$ cat src/rtl/mips_pkg.sv
// Shared definitions for the MIPS execute stage: ALU operation codes,
// forwarding-select encodings and the multiplier state type.
package mips_pkg;

  localparam logic [3:0] ALU_AND   = 4'd0;
  localparam logic [3:0] ALU_OR    = 4'd1;
  localparam logic [3:0] ALU_ADD   = 4'd2;
  localparam logic [3:0] ALU_SUB   = 4'd6;
  localparam logic [3:0] ALU_SLT   = 4'd7;
  localparam logic [3:0] ALU_MULTU = 4'd8;
  localparam logic [3:0] ALU_MFHI  = 4'd9;
  localparam logic [3:0] ALU_MFLO  = 4'd10;
  localparam logic [3:0] ALU_NOR   = 4'd12;

  localparam logic [1:0] FWD_REG = 2'b00;
  localparam logic [1:0] FWD_WB  = 2'b01;
  localparam logic [1:0] FWD_MEM = 2'b10;

  typedef enum logic {
    IDLE = 1'b0,
    MUL  = 1'b1
  } mul_state_t;

  // Operations that touch HI/LO and therefore must wait for a running multiply.
  function automatic logic is_mul_op(input logic [3:0] op);
    return (op == ALU_MULTU) || (op == ALU_MFHI) || (op == ALU_MFLO);
  endfunction

endpackage

$ cat src/rtl/multu_iter.sv
// Iterative unsigned shift-add multiplier: one multiplier bit per cycle,
// DATA_W cycles per product. 'done' marks the final cycle, during which
// 'product' already carries the completed result.
module multu_iter
  import mips_pkg::*;
#(
  parameter int DATA_W = 32
) (
  input  logic                  clk,
  input  logic                  reset,
  input  logic                  start,
  input  logic [DATA_W-1:0]     a,
  input  logic [DATA_W-1:0]     b,
  output logic                  busy,
  output logic                  done,
  output logic [2*DATA_W-1:0]   product
);

  localparam int CNT_W = $clog2(DATA_W + 1);

  mul_state_t            state_reg;
  mul_state_t            state_next;
  logic [CNT_W-1:0]      count_reg;
  logic [2*DATA_W-1:0]   mcand_reg;
  logic [2*DATA_W-1:0]   acc_reg;
  logic [2*DATA_W-1:0]   acc_next;
  logic [DATA_W-1:0]     mplier_reg;

  // Partial-product accumulation for the current multiplier bit.
  always_comb begin
    acc_next = mplier_reg[0] ? (acc_reg + mcand_reg) : acc_reg;
  end

  // Next-state and status outputs.
  always_comb begin
    state_next = state_reg;
    busy       = 1'b0;
    done       = 1'b0;
    case (state_reg)
      IDLE: begin
        if (start) state_next = MUL;
      end
      MUL: begin
        busy = 1'b1;
        if (count_reg == CNT_W'(1)) begin
          done       = 1'b1;
          state_next = IDLE;
        end
      end
    endcase
  end

  assign product = acc_next;

  // State register and shift-add datapath.
  always_ff @(posedge clk) begin
    if (reset) begin
      state_reg  <= IDLE;
      count_reg  <= '0;
      acc_reg    <= '0;
      mcand_reg  <= '0;
      mplier_reg <= '0;
    end else begin
      state_reg <= state_next;
      if (state_reg == IDLE) begin
        if (start) begin
          mcand_reg  <= {{DATA_W{1'b0}}, a};
          mplier_reg <= b;
          acc_reg    <= '0;
          count_reg  <= CNT_W'(DATA_W);
        end
      end else begin
        acc_reg    <= acc_next;
        mcand_reg  <= mcand_reg << 1;
        mplier_reg <= mplier_reg >> 1;
        count_reg  <= count_reg - CNT_W'(1);
      end
    end
  end

endmodule

$ cat src/rtl/execute_stage.sv
// EX stage: forwarding muxes, ALU, HI/LO with an iterative multiplier,
// and the EX/MEM pipeline register. EX_busy tells upstream to hold ID/EX.
module execute_stage
  import mips_pkg::*;
#(
  parameter int DATA_W     = 32,
  parameter int REG_ADDR_W = 5
) (
  input  logic                  clk,
  input  logic                  reset,
  input  logic                  ID_EX_valid,
  input  logic [DATA_W-1:0]     ID_EX_ReadData1,
  input  logic [DATA_W-1:0]     ID_EX_ReadData2,
  input  logic [DATA_W-1:0]     ID_EX_Imm,
  input  logic                  ID_EX_ALUSrc,
  input  logic [3:0]            ID_EX_ALUOp,
  input  logic [REG_ADDR_W-1:0] ID_EX_RegisterRd,
  input  logic                  ID_EX_RegWrite,
  input  logic                  ID_EX_MemRead,
  input  logic                  ID_EX_MemWrite,
  input  logic                  ID_EX_MemtoReg,
  input  logic [1:0]            ForwardA,
  input  logic [1:0]            ForwardB,
  input  logic [DATA_W-1:0]     MEM_WB_WriteData,
  input  logic                  MEM_stall,
  input  logic                  flush,
  output logic                  EX_busy,
  output logic                  EX_MEM_valid,
  output logic [DATA_W-1:0]     EX_MEM_ALUResult,
  output logic [DATA_W-1:0]     EX_MEM_WriteData,
  output logic [REG_ADDR_W-1:0] EX_MEM_RegisterRd,
  output logic                  EX_MEM_RegWrite,
  output logic                  EX_MEM_MemRead,
  output logic                  EX_MEM_MemWrite,
  output logic                  EX_MEM_MemtoReg,
  output logic                  EX_MEM_Zero
);

  logic [DATA_W-1:0]   fwd_a;
  logic [DATA_W-1:0]   fwd_b;
  logic [DATA_W-1:0]   alu_b;
  logic [DATA_W-1:0]   alu_result;
  logic [DATA_W-1:0]   hi_reg;
  logic [DATA_W-1:0]   lo_reg;
  logic                mul_busy;
  logic                mul_done;
  logic [2*DATA_W-1:0] mul_product;
  logic                interlock;
  logic                accept;
  logic                is_multu;

  // Operand forwarding; select 11 falls back to the register-file value.
  always_comb begin
    case (ForwardA)
      FWD_MEM: fwd_a = EX_MEM_ALUResult;
      FWD_WB:  fwd_a = MEM_WB_WriteData;
      default: fwd_a = ID_EX_ReadData1;
    endcase
    case (ForwardB)
      FWD_MEM: fwd_b = EX_MEM_ALUResult;
      FWD_WB:  fwd_b = MEM_WB_WriteData;
      default: fwd_b = ID_EX_ReadData2;
    endcase
    alu_b = ID_EX_ALUSrc ? ID_EX_Imm : fwd_b;
  end

  // ALU; MULTU itself produces 0, its product lands in HI/LO later.
  always_comb begin
    case (ID_EX_ALUOp)
      ALU_AND:  alu_result = fwd_a & alu_b;
      ALU_OR:   alu_result = fwd_a | alu_b;
      ALU_ADD:  alu_result = fwd_a + alu_b;
      ALU_SUB:  alu_result = fwd_a - alu_b;
      ALU_SLT:  alu_result = {{(DATA_W-1){1'b0}}, ($signed(fwd_a) < $signed(alu_b))};
      ALU_NOR:  alu_result = ~(fwd_a | alu_b);
      ALU_MFHI: alu_result = hi_reg;
      ALU_MFLO: alu_result = lo_reg;
      default:  alu_result = '0;
    endcase
  end

  assign is_multu  = (ID_EX_ALUOp == ALU_MULTU);
  assign interlock = ID_EX_valid && mul_busy && is_mul_op(ID_EX_ALUOp);
  assign EX_busy   = MEM_stall || interlock;
  assign accept    = ID_EX_valid && !flush && !EX_busy;

  multu_iter #(.DATA_W(DATA_W)) u_multu (
    .clk     (clk),
    .reset   (reset),
    .start   (accept && is_multu),
    .a       (fwd_a),
    .b       (fwd_b),
    .busy    (mul_busy),
    .done    (mul_done),
    .product (mul_product)
  );

  // HI/LO capture the product at the end of the final multiply cycle.
  always_ff @(posedge clk) begin
    if (reset) begin
      hi_reg <= '0;
      lo_reg <= '0;
    end else if (mul_done) begin
      {hi_reg, lo_reg} <= mul_product;
    end
  end

  // EX/MEM register: holds under MEM_stall, loads a bubble when nothing is consumed.
  always_ff @(posedge clk) begin
    if (reset) begin
      EX_MEM_valid      <= 1'b0;
      EX_MEM_ALUResult  <= '0;
      EX_MEM_WriteData  <= '0;
      EX_MEM_RegisterRd <= '0;
      EX_MEM_RegWrite   <= 1'b0;
      EX_MEM_MemRead    <= 1'b0;
      EX_MEM_MemWrite   <= 1'b0;
      EX_MEM_MemtoReg   <= 1'b0;
      EX_MEM_Zero       <= 1'b0;
    end else if (!MEM_stall) begin
      EX_MEM_valid      <= accept;
      EX_MEM_ALUResult  <= alu_result;
      EX_MEM_WriteData  <= fwd_b;
      EX_MEM_RegisterRd <= ID_EX_RegisterRd;
      EX_MEM_RegWrite   <= accept && ID_EX_RegWrite && !is_multu;
      EX_MEM_MemRead    <= accept && ID_EX_MemRead && !is_multu;
      EX_MEM_MemWrite   <= accept && ID_EX_MemWrite && !is_multu;
      EX_MEM_MemtoReg   <= accept && ID_EX_MemtoReg;
      EX_MEM_Zero       <= (alu_result == '0);
    end
  end

endmodule
$ cat config.mk
export PLATFORM = sky130hd
export DESIGN_NAME = execute_stage
export DESIGN_NICKNAME = d
export VERILOG_FILES = /design/src/rtl/mips_pkg.sv /design/src/rtl/multu_iter.sv /design/src/rtl/execute_stage.sv
export SDC_FILE = /design/constraint.sdc
export NUM_CORES = 1
export LEC_CHECK = 0
export ABC_AREA = 1
export CAP_MARGIN = 20
export CORE_MARGIN = 2
export CORE_UTILIZATION = 30
export DETAILED_ROUTE_END_ITERATION = 6
export HOLD_SLACK_MARGIN = 0.05
export PLACE_DENSITY = 0.53
export SETUP_SLACK_MARGIN = 0.2
export SLEW_MARGIN = 10
export SYNTH_ARGS = -nofsm -noshare
export SYNTH_HDL_FRONTEND = slang
export SYNTH_SLANG_ARGS = --single-unit
$ cat constraint.sdc
create_clock -name clk -period 7.3 [get_ports clk]
set_input_delay 1.095 -clock clk [delete_from_list [all_inputs] [get_ports clk]]
set_output_delay 1.095 -clock clk [all_outputs]
set_load 0.01 [all_outputs]
== Yosys cells after proc, flatten, opt, wreduce, memory -nomap -nowiden ==
Cells that the tools add are included.
Storage, ports and cells
  flip-flop bits (word level): 306
  input bits: 151
  word-level logic and storage cells: 81
Cells by class
  add/sub/neg operators: 4
  $lt $le $gt $ge: 1
  equality and inequality tests: 13
  muxes and demuxes: 19
  bitwise operators: 4
  reduce and logical (&&, ||, !) cells: 22
Operators by type and width (count)
  $mux W64: 5
  $pmux W32 S8: 1
  $pmux W32 S2: 2
  $add A64 B64 Y64: 1
  $mux W31: 2
  $add A32 B32 Y32: 1
  $and A32 B32 Y32: 1
  $logic_not A32 Y1: 1
  $lt A32 B32 Y1: 1
  $mux W32: 1
  $not A32 Y32: 1
  $or A32 B32 Y32: 1
  $sub A32 B32 Y32: 1
  $eq A4 B4 Y1 const B: 4
  $logic_and A1 B1 Y1: 12
  $mux W6: 2
  $eq A4 B3 Y1 const B: 2
  $eq A6 B1 Y1 const B: 1
  $sub A6 B1 Y6 const B: 1
  $mux W1: 5
  $eq A2 B1 Y1 const B: 2
  $eq A2 B2 Y1 const B: 2
  $eq A4 B1 Y1 const B: 1
  $eq A4 B2 Y1 const B: 1
  7 further kinds: 11

== Longest topological paths before layout ==
Gate-level depths: netlist (run 1).
  depth after elaboration: 10
  gate-level depth with buffers: 30
  gate-level depth less buffers: 29

== Modules after synthesis ==
From an unflattened synthesis (run 1), not the netlist that was laid out.
Second synthesis, totals
  cell total of the unflattened synthesis: 4716
  area total of the unflattened synthesis: 26873.3 um2
Modules (own cells, without submodules)
  execute_stage: instances 1, cells an instance 2344, area each 13449.1 um2
  multu_iter: instances 1, cells an instance 2372, area each 13424.1 um2

== Worst setup path before layout (run 1) ==
OpenSTA, ideal clock, no wires.
  path kind: input port to flip-flop
  from: input port ForwardB[0]
  to: register EX_MEM_Zero
  setup time: 67 ps
  arrival time: 4218 ps
  data required time: 7233 ps
  path slack: 3015 ps
  cell stages on the path: 24
  path buffers: 1
  path through: inv_1 ha_1 inv_1 clkbuf_1 o211ai_1 o21ai_0 o21ai_0 ha_1 fa_1 nand2_1 nand3_1 nand3_1 nand2_1 nand2_1 nand2_1 nand2_1 nand3_1 nand3_1 nand2_1 nor2_1 nand4_1 nor2_1 nand2_1 a21oi_2
On the way
  longest elaborated chain between the ends: 7
  elaborated cells on any way between the ends: 12
  those cells by class: add/sub: 2; order compare: 1; eq/ne: 2; mux: 3; bitwise: 3; reduce/logical: 1
Ends and longest elaborated chain
  from (decl): RTL line execute_stage.sv:23  | input logic [1:0] ForwardB,
  $eq A2 B1 Y1 or $eq A2 B2 Y1 (tied branches): RTL line execute_stage.sv:59  | case (ForwardB)
  $pmux W32 S2 *: RTL line execute_stage.sv:59
  $mux W32 *: RTL line execute_stage.sv:64  | alu_b = ID_EX_ALUSrc ? ID_EX_Imm : fwd_b;
  parallel branches: the longest is 2 deep, another holds $sub A32 B32 Y32
  $pmux W32 S8 *: RTL line execute_stage.sv:69  | case (ID_EX_ALUOp)
  $logic_not A32 Y1 *: RTL line execute_stage.sv:129  | EX_MEM_Zero <= (alu_result == '0);
  to (signal assigned): RTL line execute_stage.sv:129
  to (decl): RTL line execute_stage.sv:36  | output logic EX_MEM_Zero
Mark *: on every way between the ends.
A chain may end at the register's enable or synchronous reset.

== Final worst setup path (run 1) ==
  from: input port ForwardA[0]
  to: register EX_MEM_Zero
On the way
  longest elaborated chain between the ends: 6
  elaborated cells on any way between the ends: 11
  those cells by class: add/sub: 2; order compare: 1; eq/ne: 2; mux: 2; bitwise: 3; reduce/logical: 1
Ends and longest elaborated chain
  from (decl): RTL line execute_stage.sv:22  | input logic [1:0] ForwardA,
  $eq A2 B1 Y1 or $eq A2 B2 Y1 (tied branches): RTL line execute_stage.sv:54  | case (ForwardA)
  $pmux W32 S2 *: RTL line execute_stage.sv:54
  parallel branches: the longest is 2 deep, another holds $sub A32 B32 Y32
  $pmux W32 S8 *: RTL line execute_stage.sv:69
  $logic_not A32 Y1 *: RTL line execute_stage.sv:129
Marked as above.

==> flow_metrics.py, run 1 <==
metrics = {
    "status": {
        "status": "finished, final reports clean",
    },
    "timing": {
        "final-setup-viol-count": 0,
        "fin_crit_sh": 0.814,
        "tightest_slew_ps": 1210,
        "hold_viol": 0,
        "final.setup.worst_slack_ps": 1360,
        "fin_tns_setup_ps": 0,
        "rsz0062_at_grt": "false",
        "slew_headroom": 0.184,
        "fmax_ghz": 0.168,
        "final_max_slew_viol_count": 0,
        "fin_crit_ps": 5940,
        "skew_ps": 18.5,
    },
    "logic_synthesis": {
        "synth.top_cell.area_share": 0.246,
        "yosysUniqueCellTypes": 58,
        "yosysWarningCount": 0,
        "synthesis.nets": 4407,
        "syn_inst": 4076,
        "ys_seq_elements": 306,
        "synth_ff_type": "dfxtp_1",
        "ys_top_cells_by_area": "dfxtp_1, nand2_1, ha_1, inv_1, a21oi_1",
        "synth_edf_count": 0,
        "synthArstFlopShare": 0,
        "syn_avg_cell_area_um2": 6.11,
        "post-synth-top-area-cell": "dfxtp_1",
        "ys_seq_area_frac": 0.246,
        "synth.cell_area_um2": 24900,
    },
    "global_route": {
        "grt_max_degree": 81,
        "grt_usage": 0.285,
        "grt_pass1_wl_um": 181000,
        "grt_overflow": 0,
        "grt_pass1_vias": 25900,
        "antenna_found_initial": 9,
    },
    "floorplan": {
        "die_area_um2": 85300,
        "rows": 105,
        "core_um2": 82100,
        "die_h_um": 292,
        "start_util": 0.303,
        "die_w_um": 292,
        "io_pins": 227,
    },
    "setup_path": {
        "worstRegToRegCells": 22,
        "crit_path_start_kind": "input port",
        "cp-endpoint": "EX_MEM_Zero",
        "cp_num_cells": 23,
        "path_class": "input port to flop",
        "worst_setup_path_end_kind": "flop",
        "critPathTopFamily": "buffers and inverters",
        "cp_data_arrival_time_ps": 6450,
        "critPathMaxStageDelay_ps": 590,
        "cp_cell_sequence": "clkdlybuf4s50_1, inv_1, ha_1, inv_2, buf_12, o211ai_1, o21ai_0, inv_1, ha_1, inv_1, a21oi_1, nand2_1, a21oi_1, nand2_1, nand3_1, nand3_1, nand3_1, nand3_1, nor2_1, nand2_1, nor2_1, nand2_1, a21oi_2",
        "required_ps": 7810,
        "slowest_stage": "a21oi_1",
        "startpoint": "ForwardA[0]",
        "crit_fanout": 33,
        "r2r-start": "EX_MEM_ALUResult[22]",
        "reg2reg_slack_ps": 2790,
        "crit_buf_inv": 6,
        "r2r-end": "EX_MEM_Zero",
    },
    "routing": {
        "ant_nets": 0,
        "viasPerCell": 5.32,
        "routed_wl_um": 125000,
        "wire_per_inst_um": 23.5,
        "drt_iter0_drc": 3291,
        "num_vias": 28400,
        "drc": 0,
        "drt_pass1_iterations": 6,
    },
    "clock_network": {
        "clk_latency_ps": 580,
        "ctsHoldBuffers": 0,
        "postCtsSetupRepairBufs": 0,
        "clkSlewWorstSetupHoldPaths_ps": 60,
        "cts.sinks": 306,
        "cts_buffer_depth": 3,
        "cts_max_level": 2,
        "cts_tree": "yes",
        "cts_resized": 0,
        "numCtsBuffers": 40,
        "root_buffer": "clkbuf_16",
    },
    "flow_run": {
        "drv_cap": 0,
    },
    "layout": {
        "final_cell_mix": "nand2_1, inv_1, nor2_1, a21oi_1, o21ai_0",
        "final_common_cell": "nand2_1",
        "drive_gt1_frac": 0.0620,
        "fin_nets": 4557,
        "fill_cells": 9068,
        "fin_area_um2": 29500,
        "fin_cells": 5328,
        "area_growth_pct": 18.6,
    },
    "power": {
        "leakagePower_nw": 12.4,
        "max-vdd-ir-drop_v": 0.000118,
        "power_density_nw_per_um2": 186,
    },
    "placed_design": {
        "dpl.hpwl_um": 101000,
        "post-place-ws_ps": 963,
        "gp_congestion": 1.06,
        "placed_cell_area_um2": 28200,
        "io_buffers": 226,
        "dp.cells": 5253,
    },
    "min_path": {
        "hold_class": "flop to flop",
    },
}
## routing by layer
layer / track usage / vias to the layer above / part of all wire
met2: 0.416 / 1206 / 0.41
met5: 0 / - / 0.00022
met1: 0.425 / 13400 / 0.47
met3: 0.0476 / 164 / 0.083
li1: - / 13600 / -
met4: 0.0815 / 4 / 0.031
## worst register-to-register path, cell delays in order (launching register included)
cell and delay, ps:
dfxtp_1 610, inv_1 240, o211ai_1 210, o21ai_0 110
buf_4 210, o21ai_0 420, ha_1 440, nand2_1 160
inv_1 100, nand3_1 170, nor3_1 420, nand2_1 130
nand3_1 90, nand2_1 50, nand3_1 130, nand2_1 70
nor2_1 280, nand2_1 140, nor2_1 110, nand2_1 60
nor2_1 90, nand2_1 70, a21oi_2 110
## area by class of cell
| class | count | area, µm² | area share |
|---|---|---|---|
| clock buffers | 57 | 1180 | 0.0399 |
| inverters | 552 | 2080 | 0.0704 |
| clock inverters | 16 | 158 | 0.00534 |
| multi-input cells | 3036 | 15800 | 0.537 |
| diodes | 1 | 2.50 | 0.0000848 |
| repair buffers | 290 | 2790 | 0.0946 |
| flip-flops and latches | 306 | 6130 | 0.208 |
| well taps | 1070 | 1340 | 0.0454 |
## how the worst min path moves through the flow
stage	start	end	slack [ps]	cells past startpoint
2_1_floorplan	hi_reg[23]	hi_reg[23]	430	2
3_3_place_gp	lo_reg[12]	lo_reg[12]	440	2
3_5_place_dp	lo_reg[29]	lo_reg[29]	440	2
4_1_cts	lo_reg[29]	lo_reg[29]	460	2
5_1_grt	hi_reg[30]	hi_reg[30]	480	2
6_report	lo_reg[30]	lo_reg[30]	450	2
## metrics by stage
stage	power [mW]	util	hold WS, ps
final	5.50	0.359	454
after global routing	5.71	0.359	477
after CTS	5.48	0.359	455
after detailed placement	3.42	0.343	444
after global placement	3.45	0.343	438
after floorplan	2.71	-	426
## power by group
group          switching, mW  internal, mW  total [mW]  leakage [nW]
Clock                  0.851          1.20        2.05         0.657
Combinational           1.20         0.517        1.72          9.22
Sequential            0.0342          1.70        1.74          2.48
## logic make-up after synthesis
family,synth area share
buffers and inverters,0.119
adders and majority gates,0.0914
DFF,0.246
xor gates and xnor gates,0.00950
AOI/OAI and AO/OA,0.222
and+or+nand+nor,0.312
## cells in the mapped netlist (4+ instances only)
cell type,count
a211oi_1,25
a21boi_0,7
a21o_1,8
a21oi_1,323
a21oi_2,5
a221o_1,4
a22oi_1,15
a2bb2oi_1,19
a31oi_1,46
buf_1,12
buf_2,29
buf_4,18
buf_6,9
clkbuf_1,112
dfxtp_1,306
ha_1,177
inv_1,531
inv_2,19
nand2_1,1089
nand2_2,6
nand3_1,256
nand3_2,4
nand3b_1,9
nand4_1,28
nor2_1,328
nor2_2,20
nor3_1,26
nor4_1,7
o211ai_1,76
o21a_1,4
o21ai_0,322
o21ai_1,42
o21bai_1,21
o22ai_1,38
or2_0,7
or2_1,5
or2_2,61
xnor2_1,16
xor2_1,11
(Power assumes the default switching activity.)
==> run 2, diff against run 1 <==
Clock period 7.3 ns to 6.2 ns, I/O delays scaled along.
==> run 2 against run 1 <==
Sequential power grew 17%. Die area did not move. Via count fell by 0.35%. Clock-buffer cell count is 2 lower. Clock power up 31%. Sequential share of layout area shrank 0.46 points. Routed wire length up 0.77%. Utilization grew 0.82 points. Sequential cell count did not move. Design area rose by 2.3%. Critical path type unchanged. Largest cell class unchanged.
==> flow_metrics.py, run 2 (same netlist as run 1, synthesis figures left out) <==
metrics = {
    "status": {
        "status": "finished, final reports clean",
    },
    "power": {
        "p_int_mw": 4.35,
        "leakagePower_nw": 12.8,
        "power_mw": 6.86,
        "seqPwrFrac": 0.297,
        "power_switching_mw": 2.51,
        "clockPowerShare": 0.392,
        "max-vdd-ir-drop_v": 0.000145,
        "combPwrFrac": 0.311,
        "power_density_nw_per_um2": 227,
        "swShare": 0.366,
    },
    "clock_network": {
        "cts_max_level": 2,
        "root_buffer": "clkbuf_16",
        "cts_buffer_depth": 3,
        "numCtsBuffers": 40,
        "clk_latency_ps": 580,
        "clkSlewWorstSetupHoldPaths_ps": 60,
        "cts_tree": "yes",
        "ctsHoldBuffers": 0,
        "cts.sinks": 306,
    },
    "floorplan": {
        "rows": 105,
        "die_area_um2": 85300,
        "core_um2": 82100,
        "io_pins": 227,
        "die_w_um": 292,
        "die_h_um": 292,
        "start_util": 0.303,
    },
    "setup_path": {
        "critPathMaxStageDelay_ps": 590,
        "cp_data_arrival_time_ps": 6160,
        "crit_buf_inv": 4,
        "crit_path_start_kind": "input port",
        "critPathTopFamily": "simple AND/OR/NAND/NOR gates",
        "slowest_stage": "o21ai_1",
        "crit_top_cell": "nand2_1",
        "cp_cell_sequence": "clkdlybuf4s50_1, inv_1, ha_1, inv_1, buf_12, o21ai_1, o21ai_0, ha_1, nand2_1, nor2_1, nand2_1, nor2_1, nand2_1, nand3_1, nand2_1, nand3_1, nand2_1, nor2_1, nand3_1, nor2_1, nand2_1, nor2_1, nand2_1, a21oi_2",
        "path_class": "input port to flop",
        "crit_fanout": 38,
        "worst_setup_path_end_kind": "flop",
        "required_ps": 6700,
    },
    "layout": {
        "drive_gt1_frac": 0.0779,
        "utilization": 0.368,
        "final_common_cell": "nand2_1",
        "fin_nets": 4626,
        "area_growth_pct": 21.3,
        "final_cell_mix": "nand2_1, inv_1, nor2_1, a21oi_1, o21ai_0",
    },
    "timing": {
        "skew_ps": 20.2,
        "final-setup-viol-count": 0,
        "fin_crit_sh": 0.914,
        "hold_viol": 0,
        "rsz0062_at_grt": "false",
        "final_max_slew_viol_count": 0,
        "fin_crit_ps": 5670,
        "slew_headroom": 0.294,
        "final.setup.worst_slack_ps": 532,
        "fmax_ghz": 0.176,
        "tightest_slew_ps": 1060,
    },
    "routing": {
        "drt_iter0_drc": 2782,
        "num_vias": 28300,
        "ant_nets": 0,
        "drc": 0,
        "routed_wl_um": 126000,
        "viasPerCell": 5.24,
        "drt_pass1_iterations": 6,
        "wire_per_inst_um": 23.4,
    },
    "placed_design": {
        "io_buffers": 226,
        "post-place-ws_ps": -163,
        "dpl.hpwl_um": 102000,
        "gp_congestion": 1.05,
    },
    "global_route": {
        "grt_overflow": 0,
        "grt_pass1_vias": 25700,
        "grt_pass1_wl_um": 181000,
        "grt_usage": 0.286,
        "grt_max_degree": 96,
        "antenna_found_initial": 4,
    },
    "flow_run": {
        "drv_cap": 0,
    },
    "min_path": {
        "hold_class": "flop to flop",
    },
}
run 2: path summary, 6_finish.rpt:
check                  startpoint           to  slack [ps]  cells past startpoint
min                    lo_reg[29]   lo_reg[29]         450                      2
max                   ForwardB[0]  EX_MEM_Zero         530                     24
min reg2reg            lo_reg[29]   lo_reg[29]         450                      2
max reg2reg  EX_MEM_ALUResult[11]  EX_MEM_Zero        1570                     20
run 2: area by class of cell:
class / count / area [µm²]
inverter: 552 / 2080
sequential: 306 / 6130
clock buffer: 55 / 1170
antenna: 1 / 2.50
clock inverter: 19 / 344
multi-input combinational: 3036 / 15800
fill: 9037 / 51900
timing repair buffer: 359 / 3290
tap: 1070 / 1340
run 2: what timing repair did:
| item | in CTS | in global routing |
|---|---|---|
| buffers inserted | 0 | 0 |
| endpoints found under the setup margin | 0 | 2 |
| resized for setup | 0 | 1 |
run 2: power by group through the flow:
| stage | sequential (mW) | combinational (mW) | clock [mW] |
|---|---|---|---|
| detailed placement | 2.08 | 2.07 | 0 |
| global route | 2.04 | 2.28 | 2.81 |
| floorplan | 2.08 | 1.10 | 0 |
| finish | 2.04 | 2.13 | 2.69 |
| CTS | 2.04 | 2.08 | 2.74 |
| global placement | 2.08 | 2.10 | 0 |
run 2: stage by stage:
step	setup TNS, ps	area [µm²]	cells	hold slack, ps
after floorplan	0	24900	4076	426
after detailed placement	-163	28700	5323	442
after global placement	-366	28700	5323	439
after CTS	0	30200	5397	454
after global routing	0	30200	5398	468
final	0	30200	5398	452
run 2: tightest hold or removal path, cell delays in order, from the launching register on:
cell and delay, ps:
dfxtp_1 310, nand2_1 60, nand2_1 50
run 2: metal layers:
metal | vias up | global-route usage | share of wire
li1 | 13800 | - | -
met1 | 13400 | 0.422 | 0.48
met2 | 985 | 0.428 | 0.42
met3 | 151 | 0.0414 | 0.066
met4 | 2 | 0.0812 | 0.030
met5 | - | 0 | 0.00010
